--- config.mk ---
export PLATFORM = sky130hd
export DESIGN_NAME = mux_nx1_rr
export DESIGN_NICKNAME = d
export VERILOG_FILES = /design/src/rtl/mux_nx1_rr.sv
export SDC_FILE = /design/constraint.sdc
export NUM_CORES = 1
export LEC_CHECK = 0
export CAP_MARGIN = 0
export CORE_ASPECT_RATIO = 1.5
export CORE_UTILIZATION = 45
export CTS_CLUSTER_SIZE = 25
export DETAILED_ROUTE_END_ITERATION = 8
export GPL_TIMING_DRIVEN = 1
export PLACE_DENSITY_LB_ADDON = 0.2
export SETUP_SLACK_MARGIN = 0.2
export SLEW_MARGIN = 20
export SYNTH_ARGS = -nofsm -noshare
export SYNTH_HDL_FRONTEND = slang
export SYNTH_SLANG_ARGS = --single-unit
--- constraint.sdc ---
create_clock -name clk -period 5.9 [get_ports clk]
set_input_delay 1.475 -clock clk [delete_from_list [all_inputs] [get_ports clk]]
set_output_delay 1.475 -clock clk [all_outputs]
set_load 0.01 [all_outputs]
--- src/rtl/mux_nx1_rr.sv ---
// mux_nx1_rr: N-channel, W-bit registered multiplexer with valid/ready on
// every input and on the output. One channel is granted per cycle, either by
// round-robin from a rotating pointer (mode=0) or by an external select
// (mode=1). The winning beat is held in a single-entry output register.
module mux_nx1_rr #(
  parameter int N_CH  = 8,
  parameter int WIDTH = 8,
  localparam int SW   = (N_CH > 1) ? $clog2(N_CH) : 1
) (
  input  logic                  clk,
  input  logic                  rst,
  input  logic [N_CH*WIDTH-1:0] in_data,
  input  logic [N_CH-1:0]       in_valid,
  output logic [N_CH-1:0]       in_ready,
  input  logic                  mode,
  input  logic [SW-1:0]         sel,
  output logic [WIDTH-1:0]      out_data,
  output logic [SW-1:0]         out_chan,
  output logic                  out_valid,
  input  logic                  out_ready
);

  // Channel vectors padded to the full index range so any SW-bit index is
  // in bounds; the padding bits read as "not valid", which also makes an
  // out-of-range sel in fixed mode produce no grant.
  localparam int NPAD = 1 << SW;

  logic [NPAD-1:0]  valid_pad;
  logic [NPAD-1:0]  ready_pad;
  logic [SW-1:0]    ptr;
  logic [SW-1:0]    ptr_next;
  logic [SW-1:0]    rr_idx;
  logic             rr_ok;
  logic [SW-1:0]    grant;
  logic             grant_ok;
  logic             free;
  logic             xfer;
  logic [WIDTH-1:0] grant_data;

  // Output register can accept a new beat when empty or being drained.
  assign free = !out_valid || out_ready;

  // Zero-extend in_valid to the padded index range.
  always_comb begin
    valid_pad = '0;
    valid_pad[N_CH-1:0] = in_valid;
  end

  // Round-robin search: first valid channel starting at ptr, wrapping at N_CH.
  always_comb begin
    int idx;
    logic [SW-1:0] idx_sw;
    rr_ok  = 1'b0;
    rr_idx = '0;
    idx    = 0;
    idx_sw = '0;
    for (int k = 0; k < N_CH; k++) begin
      idx = int'(ptr) + k;
      if (idx >= N_CH) begin
        idx = idx - N_CH;
      end
      idx_sw = idx[SW-1:0];
      if (!rr_ok && valid_pad[idx_sw]) begin
        rr_ok  = 1'b1;
        rr_idx = idx_sw;
      end
    end
  end

  // Pick the grant source according to mode; reset suppresses any grant.
  always_comb begin
    grant    = rr_idx;
    grant_ok = rr_ok;
    if (mode) begin
      grant    = sel;
      grant_ok = valid_pad[sel];
    end
    if (rst) begin
      grant_ok = 1'b0;
    end
  end

  assign xfer = free && grant_ok;

  // One-hot ready at the granted channel when the output register is free.
  always_comb begin
    ready_pad = '0;
    if (xfer) begin
      ready_pad[grant] = 1'b1;
    end
    in_ready = ready_pad[N_CH-1:0];
  end

  // Data mux for the granted channel.
  always_comb begin
    grant_data = '0;
    for (int i = 0; i < N_CH; i++) begin
      if (grant == SW'(i)) begin
        grant_data = in_data[i*WIDTH +: WIDTH];
      end
    end
  end

  // Pointer moves to the channel after the winner, wrapping from N_CH-1 to 0.
  assign ptr_next = (grant == SW'(N_CH - 1)) ? '0 : grant + 1'b1;

  // Output register: load on transfer, drain on consume, hold otherwise.
  always_ff @(posedge clk or posedge rst) begin
    if (rst) begin
      out_valid <= 1'b0;
      out_data  <= '0;
      out_chan  <= '0;
    end else if (xfer) begin
      out_valid <= 1'b1;
      out_data  <= grant_data;
      out_chan  <= grant;
    end else if (out_ready) begin
      out_valid <= 1'b0;
    end
  end

  // Round-robin pointer; frozen while in fixed-select mode.
  always_ff @(posedge clk or posedge rst) begin
    if (rst) begin
      ptr <= '0;
    end else if (xfer && !mode) begin
      ptr <= ptr_next;
    end
  end

endmodule

== Word level (Yosys, flattened, before mapping) ==
Cells that the tools add are included.
Word-level totals
  input port bits: 79
  logic and storage cells: 127
  flip-flop bits (word level): 15
  output and inout port bits: 20
Operators by class
  magnitude comparators: 19
  reduce and logical (&&, ||, !) cells: 22
  add/subtract/negate cells: 16
  equality and inequality tests: 7
  mux-type cells: 59
Operator list (count)
  $mux W8: 9
  $mux W3: 18
  $lt A3 B4 Y1 const B: 10
  $ge A4 B4 Y1 const B: 7
  $bmux W1 S3: 9
  $sub A3 B1 Y3 const B: 8
  $mux W1: 22
  $add A3 B3 Y4 const B: 4
  $eq A3 B3 Y1 const B: 4
  $logic_and A1 B1 Y1: 10
  $logic_not A1 Y1: 9
  $add A3 B2 Y4 const B: 2
  $eq A3 B2 Y1 const B: 2
  $add A3 B1 Y4 const B: 1
  $ge A3 B4 Y1 const B: 1
  $add A3 B1 Y3 const B: 1
  $demux W1 S3: 1
  $eq A3 B1 Y1 const B: 1
  $ge A3 B1 Y1 const B: 1
  $logic_not A3 Y1: 1
  $reduce_bool A2 Y1: 1
  $logic_or A1 B1 Y1: 1

== Logic depth before layout (Yosys ltp) ==
Gate-level depths: netlist of the first run.
  depth in word-level cells: 36
  gate-level depth with buffers: 22
  gate-level depth less buffers: 18

== Worst setup path after synthesis of the first run ==
OpenSTA, ideal clock, no wires.
  kind: input port to output port
  from: in in_valid[1]
  to: out in_ready[0]
  buffers on the path: 1
  slack: 619 ps
  data required time: 4425 ps
  stages on the path: 9
  arrival time: 3806 ps
  cell sequence: mux4_2 -> mux2_2 -> or3_1 -> a211o_1 -> o41ai_2 -> nand2b_1 -> buf_4 -> nor2_2 -> and3_1
Between the ends
  longest elaborated chain between the ends: 30
  elaborated cells on any way between the ends: 58
  classes of those cells: 2 x order compare; 40 x mux; 16 x reduce/logical
RTL lines
  start: declaration: line 13  | input logic [N_CH-1:0] in_valid,
  $bmux W1 S3: line 63  | if (!rr_ok && valid_pad[idx_sw]) begin
  $mux W1 (not written as such): line 63
  $mux W1: line 63
  $logic_not A1 Y1: line 63
  $logic_and A1 B1 Y1: line 63
  $mux W1: line 63
  $logic_not A1 Y1: line 63
  $logic_and A1 B1 Y1: line 63
  (+14 left out)
  $logic_and A1 B1 Y1: line 63
  $mux W3: line 63
  $mux W3: line 74  | if (mode) begin
  $lt A3 B4 Y1 (not written as such) / $ge A3 B1 Y1 (equally long branches): line 89  | ready_pad[grant] = 1'b1;
  $logic_and A1 B1 Y1 (not written as such): line 89
  $mux W1 (not written as such): line 89
  $demux W1 S3: line 89
  $mux W8 *: line 88  | if (xfer) begin
  end: declaration: line 14  | output logic [N_CH-1:0] in_ready,
Every way passes the cells marked *; elsewhere a longest branch is shown, timed or not. The select of a mux whose other input is x is not followed.

== Final worst setup path of the first run ==
  from: in in_valid[5]
  to: out in_ready[7]
Between the ends
  longest elaborated chain between the ends: 30
  elaborated cells on any way between the ends: 58
  classes of those cells: 2 x order compare; 40 x mux; 16 x reduce/logical
RTL lines
  $bmux W1 S3: line 63
  $mux W1 (not written as such): line 63
  $mux W1: line 63
  $logic_not A1 Y1: line 63
  $logic_and A1 B1 Y1: line 63
  $mux W1: line 63
  $logic_not A1 Y1: line 63
  $logic_and A1 B1 Y1: line 63
  (+15 left out)
  $mux W3 *: line 63
  $mux W3 *: line 74
  net grant[0]: line 34  | logic [SW-1:0] grant;
  $lt A3 B4 Y1 (not written as such) / $ge A3 B1 Y1 (equally long branches): line 89
  $logic_and A1 B1 Y1 (not written as such): line 89
  $mux W1 (not written as such): line 89
  $demux W1 S3 *: line 89
  $mux W8 *: line 88
The timed path passes the listed nets; every way through them passes the cells marked *. The select of a mux whose other input is x is not followed.

==> results of run 1 <==
==> cell usage after synthesis (9+ instances only) <==
master	count	area (um^2)
nor2_1	33	124
a21oi_1	32	160
nand2_1	19	71.3
inv_1	16	60.1
dfrtp_1	15	375
mux4_2	14	315
mux2i_1	13	130
o22ai_1	12	75.1
o21ai_0	10	50.1
a22oi_1	9	67.6
clkbuf_1	9	33.8
nor2b_1	9	56.3
==> path summary, 6_finish.rpt <==
path | slack (ps) | start | to
setup / recovery | 250 | in_valid[5] | in_ready[7]
hold reg to reg | 490 | out_data[4] | out_data[4]
setup reg to reg | 840 | ptr[1] | out_data[5]
hold / removal | 490 | out_data[4] | out_data[4]
min in group asynchronous | 1660 | rst | out_data[1]
max in group asynchronous | 3750 | rst | ptr[1]
==> cell type report <==
cell class              count  area, um^2  share of cell area
multi-input cells         250        1990               0.505
repair buffers            155        1370               0.348
flip-flops and latches     15         377              0.0958
well taps                  68        85.1              0.0216
inverters                  19        71.3              0.0181
clock buffers               3        41.3              0.0105
clock inverters             1        5.00             0.00127
==> power breakdown <==
part,internal [mW],switching (mW)
Clock,0.0472,0.0463
Combinational,0.958,1.05
Sequential,0.150,0.0536
==> sequential cells by signal (all words and copies together) (netlist names) <==
signal	cells
ptr	3
out_data	8
out_chan	3
out_valid	1
==> worst reg2reg max path: stages (launching register included) <==
cell and delay, ps:
dfrtp_2 530, inv_1 140, ha_1 300, buf_4 270, mux2i_1 190, mux4_2 490, a22oi_2 260, a211o_1 180
a21oi_2 60, a2111oi_4 280, a221oi_2 80, buf_4 170, buf_6 120, buf_4 120, buf_4 140, inv_2 80
ha_1 170, nor2b_1 500, a22oi_1 140, nor2_1 140, a21oi_1 50, nor2_1 150, a21oi_1 110, o41ai_2 280
==> cells by family (layout without fill, tap and decap cells) <==
logic type | after synthesis | after routing
fa+ha+maj | 8 | 8
compound gates | 117 | 117
xor+xnor | 4 | 4
flops | 15 | 15
mux | 30 | 30
buf+inv | 41 | 178
simple gates | 91 | 91
==> per-layer routing <==
layer	part of all wire	up-vias	track usage
li1	-	1445	-
met1	0.36	1461	0.308
met2	0.54	152	0.625
met3	0.044	48	0.0222
met4	0.060	0	0.221
met5	0	-	0
==> stage by stage <==
stage | instances | worst slack (ps) | power, mW | TNS [ps]
after floorplan | 306 | 619 | 1.38 | 0
after global placement | 499 | -322 | 2.02 | -2510
after detailed placement | 499 | -388 | 2.05 | -2980
after CTS | 509 | 205 | 2.20 | 0
after global routing | 511 | 187 | 2.48 | 0
final | 511 | 246 | 2.31 | 0
==> placed cells by master (no fill, tap or decap), types with 3 or more instances in the layout <==
master / Yosys / final
a21oi_1: 32 / 31
a221oi_1: 4 / 4
a22oi_1: 9 / 8
and3_1: 7 / 7
buf_2: 6 / 3
buf_4: 3 / 53
buf_6: 2 / 3
clkbuf_2: 0 / 10
clkbuf_8: 0 / 3
clkdlybuf4s15_1: 0 / 3
clkdlybuf4s50_1: 0 / 82
dfrtp_1: 15 / 14
ha_1: 8 / 8
inv_1: 16 / 16
mux2i_1: 13 / 13
mux4_2: 14 / 14
nand2_1: 19 / 19
nand2b_1: 6 / 5
nand3_1: 7 / 5
nor2_1: 33 / 30
nor2_2: 1 / 4
nor2b_1: 9 / 9
o211a_1: 5 / 5
o21ai_0: 10 / 9
o21ai_1: 8 / 9
o221ai_1: 5 / 5
o22ai_1: 12 / 12
o32ai_1: 5 / 5
o41ai_2: 4 / 3
==> repair_timing <==
item | CTS | global route
resized for setup | 43 | 29
pin swaps | 6 | 6
setup buffers | 6 | 2
setup endpoints to repair | 8 | 10
==> results_dict.tcl, run 1 <==
set metrics [dict create \
    synthXorXnorAreaFrac 0.0143 \
    clk_latency_ps 270 \
    antenna_left 0 \
    num_antenna_cells 0 \
    synth_mux_area_frac 0.197 \
    maxCapViolations 0 \
    setup_viol 0 \
    path_class "input port to output pin" \
    grt_max_degree 23 \
    critPathMaxStageDelay_ps 480 \
    synth_cells 306 \
    ios 99 \
    synth_fa_ha_area_frac 0.0408 \
    crit_slowest_cell "mux4_2" \
    synth_warnings 0 \
    path_cells "clkbuf_2 -> mux4_2 -> mux2_4 -> or3_4 -> a211o_1 -> a21oi_2 -> a2111oi_4 -> a221oi_2 -> buf_4 -> buf_6 -> nand3_4 -> nor2_1 -> buf_2" \
    synth_edf_count 0 \
    dieArea_um2 5750 \
    finalHoldViolCount 0 \
    maxSlewViolCount 0 \
    critPathRequiredTime_ps 4430 \
    nNetsFinal 531 \
    htreeDepth 1 \
    dr_total_vias 3106 \
    slew_headroom 0.533 \
    cpLargestDelayFamily "compound AO/OA/AOI/OAI gates" \
    syn_area_per_cell_um2 8.01 \
    tightest_slew_ps 700 \
    die_height_um 92.4 \
    synthFlopType "dfrtp_1" \
    yosys.area_share.simple 0.178 \
    fin_crit_ps 5650 \
    drt_iter0_markers 215 \
    start_util 0.471 \
    ys_seq_area_frac 0.153 \
    cp-end-kind "output pin" \
    synth-compound-area-share 0.341 \
    root_buffer "clkbuf_8" \
    overflow 0 \
    numCtsBuffers 3 \
    cts_tree "yes" \
    syn_area_um2 2450 \
    synth_seq_cells 15 \
    fin_hold_ws_ps 490 \
    arrival_ps 4180 \
    synthToLayoutAreaGrowth_pct 60.4 \
    clk_path_buf_depth 2 \
    core_area_um2 5200 \
    skew_ps 9.48 \
    peakVddDrop_uv 329 \
    grt.total_usage 0.318 \
    dr.pass1.iters 5 \
    cp_max_fo 4 \
    numPortBuffers 98 \
    cts.sinks 15 \
    gp_congestion 0.935 \
    grt_pass1_vias 3378 \
    powerDensity_nw_per_um2 586 \
    post_route_cells_drive_above_1_share 0.262 \
    grt_pass1_wl_um 14600 \
    placed_area_um2 3780 \
    period_share 0.958 \
    power_leakage_nw 1.68 \
    fin_area_um2 3930 \
    worst-path-buf-inv 4 \
    status "complete, no violations" \
    rsz0062_at_grt "no" \
    holdPathStages 2 \
    ys_async_sr_fraction 1.00 \
    post_drt_wl_per_cell_um 17.6 \
    hold_buffers 0 \
    antenna_found_initial 0 \
    synth.net_count 393 \
    fmax_mhz 177 \
    fp-row-count 32 \
    drc 0 \
    drt-total-wl_um 8990 \
    hold_class "flop to flop" \
    fin_util 0.756 \
    synth_top_family_by_area "compound AO/OA/AOI/OAI gates" \
    critPathLaunchType "input port" \
    ys_types 56 \
    die_w_um 62.3 \
    clk_pin_slew_worst_paths_ps 70 \
    num-fill-cells 391 \
    reg2reg_depth 23 \
    avgViaCountPerCell 6.08 \
    worst-path-stages 13 \
    hpwl_um 6970 \
]
No activity file was read; power rests on OpenSTA's default activity.
==> inputs of run 2 (changes only) <==
- SKIP_LAST_GASP: default -> 1
- clock period: 5.9 -> 6.15 ns (I/O delays scaled with it)
==> results_dict.tcl, run 2 (synthesized netlist as in run 1, its figures left out) <==
set metrics [dict create \
    reg2reg_slack_ps 800 \
    htreeDepth 1 \
    num-fill-cells 429 \
    numPortBuffers 98 \
    cp_max_fo 4 \
    dieArea_um2 5750 \
    clk_pin_slew_worst_paths_ps 60 \
    nNetsFinal 520 \
    power.total_mw 2.08 \
    powerDensity_nw_per_um2 544 \
    multi_input_area_um2 1970 \
    critPathLaunchType "input port" \
    r2r_end "out_data[5]" \
    root_buffer "clkbuf_8" \
    path_class "input port to output pin" \
    p_sw_mw 1.07 \
    hold_class "flop to flop" \
    fmax_mhz 171 \
    clk_path_buf_depth 2 \
    seqPwrFrac 0.088 \
    reg2reg_depth 21 \
    cts_tree "yes" \
    hpwl_um 6950 \
    overflow 0 \
    arrival_ps 4310 \
    fin_hold_ws_ps 490 \
    rr_startpoint "ptr[0]" \
    antenna_left 0 \
    start_util 0.471 \
    largest_reg_flops 8 \
    post_drt_wl_per_cell_um 18.0 \
    critPathRequiredTime_ps 4610 \
    final_common_cell "clkdlybuf4s50_1" \
    dr.pass1.iters 6 \
    cts.sinks 15 \
    endpoint "in_ready[4]" \
    maxCapViolations 0 \
    post_route_cells_drive_above_1_share 0.227 \
    numCtsBuffers 3 \
    drc 0 \
    setup_viol 0 \
    num_antenna_cells 0 \
    die_w_um 62.3 \
    drt_iter0_markers 255 \
    largest-register "out_data" \
    crit_slowest_cell "mux4_2" \
    switching_share 0.514 \
    fp-row-count 32 \
    pwr-share-clk 0.042 \
    grt.total_usage 0.312 \
    rsz0062_at_grt "yes" \
    slew_headroom 0.553 \
    cp-startpoint "in_valid[0]" \
    clk_latency_ps 250 \
    grt_pass1_vias 3167 \
    gp_congestion 0.924 \
    comb_power_share 0.870 \
    top_regs "out_data: 8 flops, out_chan: 3 flops, ptr: 3 flops" \
    antenna_found_initial 0 \
    path_cells "dlygate4sd2_1 -> mux4_2 -> mux2_4 -> or3_4 -> a211o_1 -> a21oi_2 -> a2111oi_2 -> a221oi_2 -> buf_4 -> nor2_2 -> and3_1 -> clkdlybuf4s15_1" \
    maxSlewViolCount 0 \
    period_share 0.951 \
    grt_max_degree 23 \
    avgViaCountPerCell 6.16 \
    peakVddDrop_uv 279 \
    drt-total-wl_um 8990 \
    power_leakage_nw 1.62 \
    core_area_um2 5200 \
    final_cell_mix "clkdlybuf4s50_1, buf_4, nor2_1, a21oi_1, nand2_1" \
    skew_ps 9.70 \
    grt_pass1_wl_um 14400 \
    synthToLayoutAreaGrowth_pct 56.0 \
    tightest_slew_ps 670 \
    p_int_mw 1.01 \
    fin_crit_ps 5850 \
    critPathMaxStageDelay_ps 470 \
    finalHoldViolCount 0 \
    ios 99 \
    cp-end-kind "output pin" \
    dr_total_vias 3078 \
    fin_util 0.735 \
    status "complete, no violations" \
    seq_area_um2 375 \
    die_height_um 92.4 \
]
## run 2: cell types whose count changed in the layout (fill, tap and decap cells not counted), moves of 2 or more
cell and delta:
clkbuf_2 -7, nand3_4 -2, dlygate4sd2_1 +8, clkdlybuf4s15_1 -2, buf_6 -3, buf_4 -7
## run 2: timing repair
action / 4_1_cts / 5_1_grt
pin swaps: 10 / 5
hold buffers: 0 / 0
gates resized for setup: 48 / 5
endpoints found under the setup margin: 8 / 7
setup buffers: 6 / 0
## run 2: worst min path at each step
| stage | endpoint | cells past startpoint | startpoint | slack [ps] |
|---|---|---|---|---|
| after floorplan | out_chan[0] | 2 | out_chan[0] | 520 |
| after global placement | out_data[4] | 2 | out_data[4] | 470 |
| after detailed placement | out_chan[0] | 2 | out_chan[0] | 480 |
| after CTS | out_data[4] | 2 | out_data[4] | 490 |
| after global routing | out_chan[0] | 2 | out_chan[0] | 520 |
| final | out_data[4] | 2 | out_data[4] | 490 |
## run 2: metrics by stage
stage | instance area (um^2) | instances | setup TNS [ps] | setup WS [ps]
after floorplan | 2450 | 306 | 0 | 744
after global placement | 3700 | 490 | -1240 | -180
after detailed placement | 3700 | 490 | -2030 | -286
after CTS | 3830 | 500 | 0 | 300
after global routing | 3820 | 500 | 0 | 200
final | 3820 | 500 | 0 | 301
## run 2: power groups by stage
stage	Sequential [mW]	Combinational (mW)	Clock (mW)
3_3_place_gp	0.182	1.65	0
6_report	0.183	1.81	0.0863
2_1_floorplan	0.186	1.13	0
4_1_cts	0.182	1.76	0.0852
3_5_place_dp	0.182	1.67	0
5_1_grt	0.188	1.93	0.0901
## run 2: layer usage
layer,track usage,routed length [um],vias to the layer above
li1,-,-,1423
met1,0.301,3150,1450
met2,0.638,4980,173
met3,0.0308,468,32
met4,0.155,391,0
met5,0,0,-
## run 2: layout make-up
class / count / area share
clock buffers: 4 / 0.0118
inverters: 19 / 0.0186
multi-input cells: 250 / 0.514
flip-flops and latches: 15 / 0.0981
well taps: 68 / 0.0222
repair buffers: 144 / 0.335
## run 2: worst max-delay path: cells and delay by family
| kind | cells | cell delay [ps] |
|---|---|---|
| AND/OR/NAND/NOR | 3 | 600 |
| AO/OA/AOI/OAI | 4 | 750 |
| multiplexers | 2 | 770 |
| buffers and inverters | 3 | 650 |
